### src/rtl/sdram_rw_arbiter_if.sv
// Requester-side and SDRAM-wrapper-side signals of the SDRAM burst arbiter.
// slave = arbiter view, master = environment (requesters + wrapper) view.
interface sdram_rw_arbiter_if #(
    parameter int N_REQ = 3
);
    logic [N_REQ-1:0]       req;
    logic [N_REQ-1:0]       req_wr;
    logic [32*N_REQ-1:0]    req_addr;
    logic [11*N_REQ-1:0]    req_cnt;
    logic [128*N_REQ-1:0]   req_wdata;
    logic [N_REQ-1:0]       grant;
    logic [N_REQ-1:0]       done;
    logic [127:0]           rd_data;
    logic [N_REQ-1:0]       rd_valid;
    logic [N_REQ-1:0]       wr_nxt;
    logic                   busy;

    logic [31:0]            sd_rw_addr;
    logic [10:0]            sd_rw_cnt;
    logic                   sd_rw_done;
    logic                   sd_read_start;
    logic [127:0]           sd_read_data;
    logic                   sd_read_valid;
    logic                   sd_write_start;
    logic [127:0]           sd_write_data;
    logic                   sd_write_nxt;

    modport slave (
        input  req, req_wr, req_addr, req_cnt, req_wdata,
        output grant, done, rd_data, rd_valid, wr_nxt, busy,
        output sd_rw_addr, sd_rw_cnt, sd_read_start, sd_write_start, sd_write_data,
        input  sd_rw_done, sd_read_data, sd_read_valid, sd_write_nxt
    );

    modport master (
        output req, req_wr, req_addr, req_cnt, req_wdata,
        input  grant, done, rd_data, rd_valid, wr_nxt, busy,
        input  sd_rw_addr, sd_rw_cnt, sd_read_start, sd_write_start, sd_write_data,
        output sd_rw_done, sd_read_data, sd_read_valid, sd_write_nxt
    );
endinterface

### src/rtl/sdram_rw_arbiter.sv
// Round-robin arbiter sharing one SDRAM burst-master port between N_REQ requesters.
// Latency: start pulse in the cycle after req is seen in IDLE; done 1 cycle after rw_done.
// Backpressure: one burst at a time, req held until done; SDRAM_ARB_WATCHDOG_EN adds err + stall watchdog.
module sdram_rw_arbiter #(
    parameter int N_REQ       = 3,
    parameter int TIMEOUT_CYC = 4096
) (
    input  logic                 clk,
    input  logic                 reset_n,
    sdram_rw_arbiter_if.slave    bus
`ifdef SDRAM_ARB_WATCHDOG_EN
    ,
    output logic                 err
`endif
);
    localparam int IW = $clog2(N_REQ);

    if (N_REQ < 2 || N_REQ > 8 || TIMEOUT_CYC < 2 || TIMEOUT_CYC > 65535) begin : g_bad_param
        $error("sdram_rw_arbiter: parameter out of range");
    end

    typedef enum logic [1:0] {IDLE, ISSUE, BUSY, FIN} state_t;

    state_t             state;
    logic [IW-1:0]      ptr;
    logic [IW-1:0]      gidx;
    logic               lat_wr;
    logic [31:0]        rw_addr;
    logic [10:0]        rw_cnt;
    logic [N_REQ-1:0]   grant_q;
    logic [N_REQ-1:0]   done_q;
    logic               rd_start_q;
    logic               wr_start_q;

    logic               sel_vld;
    logic [IW-1:0]      sel_idx;
    logic [IW-1:0]      cand;
    logic [10:0]        sel_cnt;
    logic               sel_wr;

    // First requester at or after ptr, wrapping: scan downward so the lowest offset wins.
    always_comb begin
        sel_vld = 1'b0;
        sel_idx = '0;
        cand    = '0;
        for (int k = N_REQ - 1; k >= 0; k--) begin
            cand = IW'((int'(ptr) + k) % N_REQ);
            if (bus.req[cand]) begin
                sel_vld = 1'b1;
                sel_idx = cand;
            end
        end
    end

    assign sel_cnt = bus.req_cnt[11*sel_idx +: 11];
    assign sel_wr  = bus.req_wr[sel_idx];

`ifdef SDRAM_ARB_WATCHDOG_EN
    localparam logic [15:0] WD_LAST = 16'(TIMEOUT_CYC - 1);
    logic [15:0] wd_cnt;
`endif

    always_ff @(posedge clk or negedge reset_n) begin
        if (!reset_n) begin
            state      <= IDLE;
            ptr        <= '0;
            gidx       <= '0;
            lat_wr     <= 1'b0;
            rw_addr    <= '0;
            rw_cnt     <= '0;
            grant_q    <= '0;
            done_q     <= '0;
            rd_start_q <= 1'b0;
            wr_start_q <= 1'b0;
`ifdef SDRAM_ARB_WATCHDOG_EN
            wd_cnt     <= '0;
            err        <= 1'b0;
`endif
        end else begin
            done_q     <= '0;
            rd_start_q <= 1'b0;
            wr_start_q <= 1'b0;
`ifdef SDRAM_ARB_WATCHDOG_EN
            err        <= 1'b0;
`endif
            case (state)
                IDLE: begin
                    if (sel_vld) begin
                        gidx    <= sel_idx;
                        lat_wr  <= sel_wr;
                        grant_q <= N_REQ'(1) << sel_idx;
                        // Zero-length bursts never reach the wrapper, so its address/count stay put.
                        if (sel_cnt == 11'd0) begin
                            done_q <= N_REQ'(1) << sel_idx;
                            state  <= FIN;
                        end else begin
                            rw_addr    <= bus.req_addr[32*sel_idx +: 32];
                            rw_cnt     <= sel_cnt;
                            rd_start_q <= ~sel_wr;
                            wr_start_q <= sel_wr;
                            state      <= ISSUE;
                        end
                    end
                end
                ISSUE: begin
`ifdef SDRAM_ARB_WATCHDOG_EN
                    wd_cnt <= '0;
`endif
                    state  <= BUSY;
                end
                BUSY: begin
                    if (bus.sd_rw_done) begin
                        done_q <= grant_q;
                        state  <= FIN;
                    end
`ifdef SDRAM_ARB_WATCHDOG_EN
                    else if (bus.sd_read_valid || bus.sd_write_nxt) begin
                        wd_cnt <= '0;
                    end else if (wd_cnt == WD_LAST) begin
                        done_q <= grant_q;
                        err    <= 1'b1;
                        state  <= FIN;
                    end else begin
                        wd_cnt <= wd_cnt + 16'd1;
                    end
`endif
                end
                FIN: begin
                    grant_q <= '0;
                    ptr     <= (gidx == IW'(N_REQ - 1)) ? '0 : gidx + IW'(1);
                    state   <= IDLE;
                end
                default: state <= IDLE;
            endcase
        end
    end

    assign bus.grant          = grant_q;
    assign bus.done           = done_q;
    assign bus.busy           = (state != IDLE);
    assign bus.sd_rw_addr     = rw_addr;
    assign bus.sd_rw_cnt      = rw_cnt;
    assign bus.sd_read_start  = rd_start_q;
    assign bus.sd_write_start = wr_start_q;

    // Beat handshakes are only meaningful while the wrapper owns the burst.
    assign bus.rd_data       = bus.sd_read_data;
    assign bus.rd_valid      = (state == BUSY && !lat_wr && bus.sd_read_valid) ? grant_q : '0;
    assign bus.wr_nxt        = (state == BUSY &&  lat_wr && bus.sd_write_nxt)  ? grant_q : '0;
    assign bus.sd_write_data = (|grant_q) ? bus.req_wdata[128*gidx +: 128] : '0;
endmodule

### src/flat_wrapper.sv
// flat-port wrapper written by rule: the top's interface ports become plain ports
module sdram_rw_arbiter_flat 
#(
    parameter int N_REQ       = 3,
    parameter int TIMEOUT_CYC = 4096
)
  (clk, reset_n, bus_req, bus_req_wr, bus_req_addr, bus_req_cnt, bus_req_wdata, bus_grant, bus_done, bus_rd_data, bus_rd_valid, bus_wr_nxt, bus_busy, bus_sd_rw_addr, bus_sd_rw_cnt, bus_sd_read_start, bus_sd_write_start, bus_sd_write_data, bus_sd_rw_done, bus_sd_read_data, bus_sd_read_valid, bus_sd_write_nxt);
  sdram_rw_arbiter_if #(.N_REQ(N_REQ)) bus_i ();
  input  logic clk;
  input  logic reset_n;
  input wire logic [$bits(bus_i.req)-1:0] bus_req;
  input wire logic [$bits(bus_i.req_wr)-1:0] bus_req_wr;
  input wire logic [$bits(bus_i.req_addr)-1:0] bus_req_addr;
  input wire logic [$bits(bus_i.req_cnt)-1:0] bus_req_cnt;
  input wire logic [$bits(bus_i.req_wdata)-1:0] bus_req_wdata;
  output wire logic [$bits(bus_i.grant)-1:0] bus_grant;
  output wire logic [$bits(bus_i.done)-1:0] bus_done;
  output wire logic [$bits(bus_i.rd_data)-1:0] bus_rd_data;
  output wire logic [$bits(bus_i.rd_valid)-1:0] bus_rd_valid;
  output wire logic [$bits(bus_i.wr_nxt)-1:0] bus_wr_nxt;
  output wire logic [$bits(bus_i.busy)-1:0] bus_busy;
  output wire logic [$bits(bus_i.sd_rw_addr)-1:0] bus_sd_rw_addr;
  output wire logic [$bits(bus_i.sd_rw_cnt)-1:0] bus_sd_rw_cnt;
  output wire logic [$bits(bus_i.sd_read_start)-1:0] bus_sd_read_start;
  output wire logic [$bits(bus_i.sd_write_start)-1:0] bus_sd_write_start;
  output wire logic [$bits(bus_i.sd_write_data)-1:0] bus_sd_write_data;
  input wire logic [$bits(bus_i.sd_rw_done)-1:0] bus_sd_rw_done;
  input wire logic [$bits(bus_i.sd_read_data)-1:0] bus_sd_read_data;
  input wire logic [$bits(bus_i.sd_read_valid)-1:0] bus_sd_read_valid;
  input wire logic [$bits(bus_i.sd_write_nxt)-1:0] bus_sd_write_nxt;
  assign bus_i.req = bus_req;
  assign bus_i.req_wr = bus_req_wr;
  assign bus_i.req_addr = bus_req_addr;
  assign bus_i.req_cnt = bus_req_cnt;
  assign bus_i.req_wdata = bus_req_wdata;
  assign bus_grant = bus_i.grant;
  assign bus_done = bus_i.done;
  assign bus_rd_data = bus_i.rd_data;
  assign bus_rd_valid = bus_i.rd_valid;
  assign bus_wr_nxt = bus_i.wr_nxt;
  assign bus_busy = bus_i.busy;
  assign bus_sd_rw_addr = bus_i.sd_rw_addr;
  assign bus_sd_rw_cnt = bus_i.sd_rw_cnt;
  assign bus_sd_read_start = bus_i.sd_read_start;
  assign bus_sd_write_start = bus_i.sd_write_start;
  assign bus_sd_write_data = bus_i.sd_write_data;
  assign bus_i.sd_rw_done = bus_sd_rw_done;
  assign bus_i.sd_read_data = bus_sd_read_data;
  assign bus_i.sd_read_valid = bus_sd_read_valid;
  assign bus_i.sd_write_nxt = bus_sd_write_nxt;
  sdram_rw_arbiter #(.N_REQ(N_REQ), .TIMEOUT_CYC(TIMEOUT_CYC)) u_core (.clk(clk), .reset_n(reset_n), .bus(bus_i));
endmodule
### config.mk
export PLATFORM = sky130hd
export DESIGN_NAME = sdram_rw_arbiter_flat
export DESIGN_NICKNAME = d
export VERILOG_FILES = /design/src/rtl/sdram_rw_arbiter_if.sv /design/src/rtl/sdram_rw_arbiter.sv /design/src/flat_wrapper.sv
export SDC_FILE = /design/constraint.sdc
export NUM_CORES = 1
export LEC_CHECK = 0
export CAP_MARGIN = 25
export CORE_AREA = 8 8 371 373
export CTS_BUF_LIST = sky130_fd_sc_hd__clkbuf_8
export DETAILED_ROUTE_END_ITERATION = 8
export DIE_AREA = 0 0 379 381
export PLACE_DENSITY = 0.33
export SYNTH_ARGS = -nofsm -noshare
export SYNTH_HDL_FRONTEND = slang
export SYNTH_SLANG_ARGS = --single-unit
export TNS_END_PERCENT = 50
### constraint.sdc
create_clock -name clk -period 3.56 [get_ports clk]
set_clock_uncertainty 0.05 [all_clocks]
set_input_delay 0.712 -clock clk [delete_from_list [all_inputs] [get_ports clk]]
set_output_delay 0.712 -clock clk [all_outputs]
set_load 0.02 [all_outputs]
==> results of run 1 <==
==> metal layers <==
metal	vias to the layer above	global-route usage (%)	share of wire, %
met5	-	0	0.38
met4	58	2.54	2.2
met3	135	7.08	13
met2	580	21.5	48
met1	4628	13.3	37
li1	4623	-	-
==> metrics by stage <==
stage | util, % | worst slack [ns] | cell area, sq um | cells
floorplan | - | 0.944 | 7600 | 1053
global placement | 12.6 | 0.225 | 16700 | 3369
detailed placement | 12.6 | 0.222 | 16700 | 3369
CTS | 12.8 | 0.0571 | 16900 | 3387
global route | 12.8 | 0.000469 | 16900 | 3388
finish | 12.9 | 0.178 | 17000 | 3413
==> sequential cells by signal, indices dropped and copies added (netlist names) <==
signal,count
u_core.ptr,2
u_core.bus.sd_rw_cnt,11
u_core.bus.grant,3
u_core.state,2
u_core.bus.sd_rw_addr,32
u_core.gidx,2
u_core.bus.sd_write_start,1
u_core.lat_wr,1
u_core.bus.sd_read_start,1
u_core.bus.done,3
==> worst paths after layout <==
path,start,end,slack (ns),cells past startpoint
setup / recovery,u_core.gidx[0]$_DFFE_PN0P_,bus_sd_write_data[46],0.18,7
hold / removal,reset_n,u_core.bus.sd_rw_cnt[6]$_DFFE_PN0P_,0.40,1
setup reg to reg,u_core.ptr[1]$_DFFE_PN0P_,u_core.bus.sd_rw_addr[2]$_DFFE_PN0P_,0.52,9
hold reg to reg,u_core.bus.sd_rw_addr[17]$_DFFE_PN0P_,u_core.bus.sd_rw_addr[17]$_DFFE_PN0P_,0.46,1
max in group asynchronous,reset_n,u_core.gidx[1]$_DFFE_PN0P_,2.40,1
min in group clk,u_core.bus.sd_rw_addr[17]$_DFFE_PN0P_,u_core.bus.sd_rw_addr[17]$_DFFE_PN0P_,0.46,1
==> logic make-up (layout without fill, tap and decap cells) <==
logic type	Yosys count	after routing	synth area share (%)
other cells	0	26	0
buf+inv	213	779	17.4
fa+ha+maj	6	6	0.987
compound gates	208	208	14.8
mux	216	216	29.1
flops	58	58	19.1
simple gates	352	352	18.6
==> final cells by class <==
type / instances / area, sq um
timing repair buffer: 756 / 8150
clock buffer: 9 / 124
fill: 15359 / 115000
sequential: 58 / 1460
multi-input combinational: 782 / 4860
antenna: 26 / 65.1
tap: 1768 / 2210
inverter: 7 / 26.3
clock inverter: 7 / 116
==> repair_timing <==
action | 4_1_cts | 5_1_grt
pin swaps | 0 | 0
endpoints found under the hold margin | 0 | 0
setup endpoints to repair | 3 | 1
setup buffers | 2 | 0
cloned | 0 | 0
resized for setup | 0 | 1
==> placed cells by master, fill, tap and decap left out, drive strengths merged, types with 2 or more instances in the layout <==
cell type | synthesis | layout
clkdlybuf4s50 | 0 | 612
nor2 | 295 | 295
mux2i | 174 | 174
a21oi | 169 | 169
buf | 160 | 143
dfrtp | 58 | 58
mux2 | 42 | 42
diode | 0 | 26
o21ai | 19 | 19
nand2 | 18 | 18
clkbuf | 46 | 9
inv | 7 | 8
nor4 | 7 | 7
nand3 | 6 | 6
and2 | 6 | 6
ha | 6 | 6
a21o | 5 | 5
nor3 | 5 | 5
nor2b | 4 | 4
nand2b | 3 | 3
nand3b | 3 | 3
o21a | 3 | 3
bufinv | 0 | 3
and3b | 2 | 2
o41ai | 2 | 2
clkinv | 0 | 2
o221ai | 2 | 2
==> report_power, final <==
| group | internal [mW] | total, mW | leakage [nW] | switching, mW |
|---|---|---|---|---|
| Sequential | 0.995 | 1.30 | 0.695 | 0.307 |
| Combinational | 4.66 | 10.9 | 5.77 | 6.22 |
| Clock | 0.465 | 0.772 | 0.120 | 0.307 |
| Total | 6.12 | 12.9 | 6.59 | 6.83 |
==> worst max-delay path, cell delays in order, from the launching register on <==
cell,delay [ns]
dfrtp_4,0.54
inv_1,0.12
nor2_4,0.14
buf_12,0.16
buf_12,0.24
a21oi_1,0.14
nor2_1,0.16
clkdlybuf4s50_1,0.65
==> flow_summary.toml, run 1 <==
[synth]
synth_top_area_share_pct = 22.9
syn_inst = 1053
synth_warnings = 0
synth_top_cell_by_area = "mux2i_1"
syn-mean-instance-area_sq_um = 7.22
synth_most_common_cell = "nor2_1"
netlist_area_sq_mm = 0.00760
postSynthNetCount = 1711
synthTopCellsByArea = "mux2i_1 (23%), dfrtp_1 (19%), nor2_1 (15%)"
synth_ff_type = "dfrtp_1"
yosysSeqAreaShare_pct = 19.1
ys_types = 40
synth_edf_count = 0
synth-seq-cells = 58
ys_top_cells_by_count = "nor2_1 (295), mux2i_1 (174), a21oi_1 (169)"
synthArstFlopShare_pct = 100

[placement]
gp_congestion = 0.816
portBuffers = 709
post-dp-hpwl_um = 86000

[timing]
grt_setup_unrepaired = "false"
finalHoldViolCount = 0
fmax_ghz = 0.296
worst_slew_pin_slew_ns = 0.884
finalWorstPathRequiredPeriod_ns = 3.38
post-route-period-util_pct = 95.0
final-setup-viol-count = 0
relSlewSlack_pct = 41.0
timing.hold.ws_ns = 0.400
tns_ns = 0
final-max-slew-violation-count = 0

[cells_and_area]
syn2layout_area_growth_pct = 124
drive_above_1_share_pct = 12.8
nets = 2272

[clock_network]
hold_buffers = 0
cts.sinks = 58
cts_tree = "done"
ctsRootBufferMaster = "clkbuf_8"
cts_buffer_depth = 2
h-tree-depth = 3
cts_buffers = 9
clk_pin_slew_ns = 0.08
clock_latency_ns = 0.37

[detailed_routing]
via_count = 10024
drtIter0Drc = 428
antenna_left = 0
wl_um = 95200
routedWlPerCell_um = 27.9
drt_pass1_iterations = 5
drcViolationCount = 0
viasPerCell = 2.94

[power_and_ir_drop]
peakVddDrop_v = 0.000339
leakagePower_nw = 6.59
power_mw = 12.9
power_density_mw_per_mm2 = 761

[setup_path]
cp-start-kind = "flip-flop"
crit_type = "reg2out"
cp_max_fo = 37
required_ns = 2.80
cp-end-kind = "output pin"
critPathArrivalTime_ns = 2.62

[worst_hold_path]
hold_class = "in2async"

[floorplan]
die_area_sq_mm = 0.144
rows = 134
core_area_sq_mm = 0.132
start_util_pct = 5.76
num_io_pins = 966
fp.dieH_um = 381
die_w_um = 379

[global_routing]
grt_max_degree = 77
antenna_found_initial = 78
grt.total_usage_pct = 12.5
grt_pass1_wl_um = 118000
grt_pass1_vias = 10648
grt_overflow = 0

[status]
run_status = "completed"

[job]
drv_cap = 0
Power figures use the tool's default switching activity.
==> inputs of run 2 (changes only) <==
--- a/config.mk
+++ b/config.mk
@@ -11,6 +11,7 @@
 export DETAILED_ROUTE_END_ITERATION = 8
 export DIE_AREA = 0 0 379 381
 export PLACE_DENSITY = 0.33
+export REMOVE_ABC_BUFFERS = 1
 export SYNTH_ARGS = -nofsm -noshare
 export SYNTH_HDL_FRONTEND = slang
 export SYNTH_SLANG_ARGS = --single-unit
==> run 2 against run 1 <==
Sequential power is 7% lower. Cell area shrank 0.65%. Utilization is 0.083 points lower. First-iteration DRC count grew 39%. Sequential share of layout area increased by 0.056 points. Worst setup slack lost 0.081 ns. Critical path depth is 1 lower. Total power is 5.7% lower. Largest power group unchanged. Sequential cell count unchanged.
==> flow_summary.toml, run 2 (synthesis gave the netlist of run 1 again) <==
[setup_path]
cp-end-kind = "output pin"
rr_endpoint = "u_core.bus.sd_rw_addr[25]$_DFFE_PN0P_"
r2r_slack_ns = 0.56
timing.critical_path.mode_cell = "nor2_1"
slowest_stage = "clkdlybuf4s50_1"
crit_type = "reg2out"
cp-start-kind = "flip-flop"
critPathArrivalTime_ns = 2.70
required_ns = 2.80
cp_max_fo = 10
rr_worst_depth = 9
worstReg2RegStart = "u_core.ptr[1]$_DFFE_PN0P_"
max_stage_delay_ns = 0.75
crit_chain = "buf_4 > mux2i_1 > nor2_1 > a21oi_1 > nor2_1 > clkdlybuf4s50_1"
crit_buf_inv = 2
crit_family = "buffers and inverters"

[timing]
timing.hold.ws_ns = 0.304
post-route-period-util_pct = 97.3
final-max-slew-violation-count = 0
grt_setup_unrepaired = "false"
fmax_ghz = 0.289
setup_ws_ns = 0.0970
worst_slew_pin_slew_ns = 0.767
relSlewSlack_pct = 48.9
finalHoldViolCount = 0
finalWorstPathRequiredPeriod_ns = 3.46
final-setup-viol-count = 0

[floorplan]
num_io_pins = 966
start_util_pct = 5.76
die_w_um = 379
fp.dieH_um = 381
rows = 134
die_area_sq_mm = 0.144
core_area_sq_mm = 0.132

[clock_network]
cts_buffers = 9
ctsRootBufferMaster = "clkbuf_8"
cts_buffer_depth = 2
clock_latency_ns = 0.39
clk_pin_slew_ns = 0.09
h-tree-depth = 3
cts_tree = "done"
cts.sinks = 58

[placement]
placed_cells = 3367
dp_slack_ns = 0.181
portBuffers = 709
post-dp-hpwl_um = 100000
gp_congestion = 0.803

[detailed_routing]
drt_pass1_iterations = 6
viasPerCell = 3.15
routedWlPerCell_um = 33.5
via_count = 10720
wl_um = 114000
antenna_left = 0
drtIter0Drc = 595
drcViolationCount = 0

[global_routing]
grt.total_usage_pct = 15.0
grt_overflow = 0
grt_max_degree = 77
grt_pass1_wl_um = 139000
grt_pass1_vias = 11017
antenna_found_initial = 86

[cells_and_area]
post-route-util_pct = 12.8
seq_area_sq_mm = 0.00146
nFillCells = 15373
drive_above_1_share_pct = 11.4
multi_input_area_sq_mm = 0.00486
fin_cells = 3405
final_common_cell = "clkdlybuf4s50_1"
syn2layout_area_growth_pct = 122
nets = 2270
largest_reg_flops = 32
final_cell_mix = "clkdlybuf4s50_1 (630), nor2_1 (294), mux2i_1 (174)"

[power_and_ir_drop]
power_density_mw_per_mm2 = 723
power_mw = 12.2
peakVddDrop_v = 0.000374
leakagePower_nw = 6.54

[worst_hold_path]
hold_class = "in2async"

[status]
run_status = "completed"

[job]
drv_cap = 0
==> run 2: cell count changes in the layout (fill, tap and decap cells not counted) <==
| cell | change |
|---|---|
| diode_2 | -6 |
| buf_16 | +1 |
| buf_12 | -9 |
| clkinvlp_4 | +1 |
| clkinv_2 | +1 |
| buf_4 | -15 |
| bufinv_16 | -2 |
| dlymetal6s2s_1 | +3 |
| clkdlybuf4s50_1 | +18 |
==> run 2: through the flow <==
stage                     TNS [ns]  instance area, sq um
after global routing             0                 16900
final                            0                 16900
after CTS                        0                 16800
after global placement           0                 16600
after detailed placement         0                 16600
after floorplan           -1129.91                  6310
==> run 2: cell type report <==
cell class / count / share of cell area [%]
Timing Repair Buffer: 754 / 47.9
Multi-Input combinational cell: 782 / 28.7
Tap cell: 1768 / 13.1
Sequential cell: 58 / 8.63
Clock buffer: 9 / 0.733
Clock inverter: 7 / 0.407
Antenna cell: 20 / 0.296
Inverter: 7 / 0.155
==> run 2: power breakdown <==
part / switching, mW / leakage (nW) / total [mW] / internal, mW
Sequential: 0.215 / 0.695 / 1.21 / 0.993
Combinational: 5.78 / 5.75 / 10.4 / 4.59
Clock: 0.326 / 0.0955 / 0.647 / 0.321
==> run 2: what timing repair did <==
item                                   in CTS  in global routing
endpoints found under the hold margin       0                  0
hold buffers                                0                  0
buffers inserted                            2                  0
resized for setup                           0                  5
setup endpoints to repair                  39                  6
==> run 2: layer usage <==
metal | vias to the layer above | global-route usage [%] | share of wire, %
met5 | - | 6.33 | 1.5
met4 | 80 | 1.74 | 1.1
met3 | 146 | 14.1 | 20
met2 | 958 | 21.4 | 40
met1 | 4939 | 16.3 | 38
li1 | 4597 | - | -
==> run 2: how the worst max path moves through the flow <==
stage                                     from  cells after the start  slack (ns)                              endpoint
finish              u_core.gidx[1]$_DFFE_PN0P_                      6         0.1                 bus_sd_write_data[60]
global route        u_core.gidx[1]$_DFFE_PN0P_                      7      0.0003                 bus_sd_write_data[90]
CTS                 u_core.gidx[1]$_DFFE_PN0P_                      6        0.02                 bus_sd_write_data[97]
detailed placement                  bus_req[0]                      8        0.18  u_core.bus.sd_rw_addr[3]$_DFFE_PN0P_
global placement                    bus_req[0]                      8        0.21  u_core.bus.sd_rw_addr[3]$_DFFE_PN0P_
floorplan           u_core.gidx[1]$_DFFE_PN0P_                      3       -7.15                  bus_sd_write_data[0]
==> inputs of run 3 (changes only) <==
--- a/config.mk
+++ b/config.mk
@@ -6,12 +6,11 @@
 export NUM_CORES = 1
 export LEC_CHECK = 0
 export CAP_MARGIN = 25
-export CORE_AREA = 8 8 371 373
+export CORE_AREA = 8 8 369 371
 export CTS_BUF_LIST = sky130_fd_sc_hd__clkbuf_8
 export DETAILED_ROUTE_END_ITERATION = 8
-export DIE_AREA = 0 0 379 381
+export DIE_AREA = 0 0 377 379
 export PLACE_DENSITY = 0.33
-export REMOVE_ABC_BUFFERS = 1
 export SYNTH_ARGS = -nofsm -noshare
 export SYNTH_HDL_FRONTEND = slang
 export SYNTH_SLANG_ARGS = --single-unit
==> constraint.sdc (replaced) <==
create_clock -name clk -period 4.4 [get_ports clk]
set_clock_uncertainty 0.05 [all_clocks]
set_input_delay 0.88 -clock clk [delete_from_list [all_inputs] [get_ports clk]]
set_output_delay 0.88 -clock clk [all_outputs]
set_load 0.02 [all_outputs]
==> run 3 against run 2 <==
Register-to-register slack improved by 0.54 ns. Count of clock-buffer cells in the layout increased by 1. First-iteration DRC count decreased by 36%. Total power decreased by 22%. Wire length decreased by 21%. Via count decreased by 7.8%.
==> flow_summary.toml, run 3 (synthesis gave the netlist of run 1 again) <==
[cells_and_area]
nFillCells = 15264
largest_reg_flops = 32
drive_above_1_share_pct = 7.39
syn2layout_area_growth_pct = 114
multi_input_area_sq_mm = 0.00486
final_cell_mix = "clkdlybuf4s50_1 (692), nor2_1 (294), mux2i_1 (174)"
nets = 2263
seq_area_sq_mm = 0.00146
post-route-util_pct = 12.5
final_common_cell = "clkdlybuf4s50_1"
fin_cells = 3389
fin_area_sq_mm = 0.0163

[detailed_routing]
antenna_left = 0
drcViolationCount = 0
drt_pass1_iterations = 4
via_count = 9888
viasPerCell = 2.92
drtIter0Drc = 380
routedWlPerCell_um = 26.5
wl_um = 89700

[setup_path]
required_ns = 3.47
crit_chain = "buf_12 > mux2i_1 > nor2_1 > a21oi_1 > nor2_1 > clkdlybuf4s50_1"
crit_family = "buffers and inverters"
crit_type = "reg2out"
critPathArrivalTime_ns = 3.13
slowest_stage = "clkdlybuf4s50_1"
max_stage_delay_ns = 0.59
cp_max_fo = 42
cp-end-kind = "output pin"
cp-start-kind = "flip-flop"
crit_buf_inv = 2
timing.critical_path.mode_cell = "nor2_1"

[timing]
worst_slew_pin_slew_ns = 0.831
relSlewSlack_pct = 44.6
post-route-period-util_pct = 92.4
final-max-slew-violation-count = 0
finalWorstPathRequiredPeriod_ns = 4.06
grt_setup_unrepaired = "false"
finalHoldViolCount = 0
setup_ws_ns = 0.336
tns_ns = 0
fmax_ghz = 0.246
final-setup-viol-count = 0

[clock_network]
cts_buffers = 9
ctsRootBufferMaster = "clkbuf_8"
post_cts_buffers = 0
hold_buffers = 0
clock_latency_ns = 0.36
h-tree-depth = 3
cts_buffer_depth = 2
cts_resized = 0
clk_pin_slew_ns = 0.08
cts_tree = "done"
cts.sinks = 58

[power_and_ir_drop]
peakVddDrop_v = 0.000246
leakagePower_nw = 6.15
power_density_mw_per_mm2 = 588

[placement]
post-dp-hpwl_um = 81500
placed_cells = 3349
dp_slack_ns = 0.236
placed_area_sq_mm = 0.0160
gp_congestion = 0.826
portBuffers = 709

[floorplan]
die_area_sq_mm = 0.143
num_io_pins = 966
core_area_sq_mm = 0.130
fp.dieH_um = 379
die_w_um = 377
rows = 133
start_util_pct = 5.83

[global_routing]
grt_pass1_wl_um = 111000
grt_overflow = 0
grt.total_usage_pct = 11.8
grt_max_degree = 79
grt_pass1_vias = 10364
antenna_found_initial = 60

[job]
drv_cap = 0

[worst_hold_path]
hold_class = "reg2reg"

[status]
run_status = "completed"
-- run 3: cell types whose count changed in the layout (fill, tap and decap cells not counted) --
cell,change
clkinv_2,-2
dlymetal6s2s_1,-4
clkbuf_8,+1
clkdlybuf4s50_1,+62
bufinv_16,+1
buf_12,-58
diode_2,+4
buf_4,-7
buf_16,-1
buf_2,+1
-- run 3: area by class of cell --
class                   count  area share (%)
diodes                     24           0.369
multi-input cells         782            29.9
clock buffers              10           0.846
flip-flops and latches     58            8.97
inverters                   7           0.162
well taps                1755            13.5
repair buffers            747            45.7
clock inverters             6           0.546
-- run 3: per-layer routing --
layer	global-route usage [%]	share of wire [%]	up-vias
li1	-	-	4590
met1	11.3	34	4562
met2	21.6	51	602
met3	7.19	13	100
met4	2.33	2.0	34
met5	0	0.24	-
-- run 3: final timing paths --
kind / from / to / slack (ns) / depth (start not counted)
max: u_core.gidx[1]$_DFFE_PN0P_ / bus_sd_write_data[66] / 0.34 / 6
min: u_core.bus.sd_rw_addr[1]$_DFFE_PN0P_ / u_core.bus.sd_rw_addr[1]$_DFFE_PN0P_ / 0.44 / 1
max reg2reg: u_core.ptr[1]$_DFFE_PN0P_ / u_core.bus.sd_rw_addr[14]$_DFFE_PN0P_ / 1.10 / 9
min reg2reg: u_core.bus.sd_rw_addr[1]$_DFFE_PN0P_ / u_core.bus.sd_rw_addr[1]$_DFFE_PN0P_ / 0.44 / 1
max in group asynchronous: reset_n / u_core.gidx[0]$_DFFE_PN0P_ / 3.03 / 2
min in group asynchronous: reset_n / u_core.bus.sd_rw_cnt[4]$_DFFE_PN0P_ / 0.68 / 2
-- run 3: power breakdown --
part	total, mW	leakage [nW]	internal (mW)	switching [mW]
clock network	0.579	0.109	0.335	0.244
registers	1.00	0.695	0.804	0.200
logic	7.98	5.34	3.21	4.77
total	9.56	6.15	4.35	5.21
-- run 3: metrics by stage --
step                      hold slack, ns  power (mW)
after floorplan                    0.438        5.05
after global placement             0.427        9.30
after detailed placement           0.431        9.29
after CTS                          0.448        9.93
after global routing               0.470        10.2
final                              0.442        9.56
-- run 3: worst reg2reg max path: stages (launching register included) --
cell     delay, ns
dfrtp_1       0.38
inv_1         0.07
ha_1          0.34
or3b_1        0.42
a21oi_1       0.31
o31ai_4       0.14
mux2_2        0.32
o21ai_4       0.49
buf_12        0.28
mux2_2        0.39
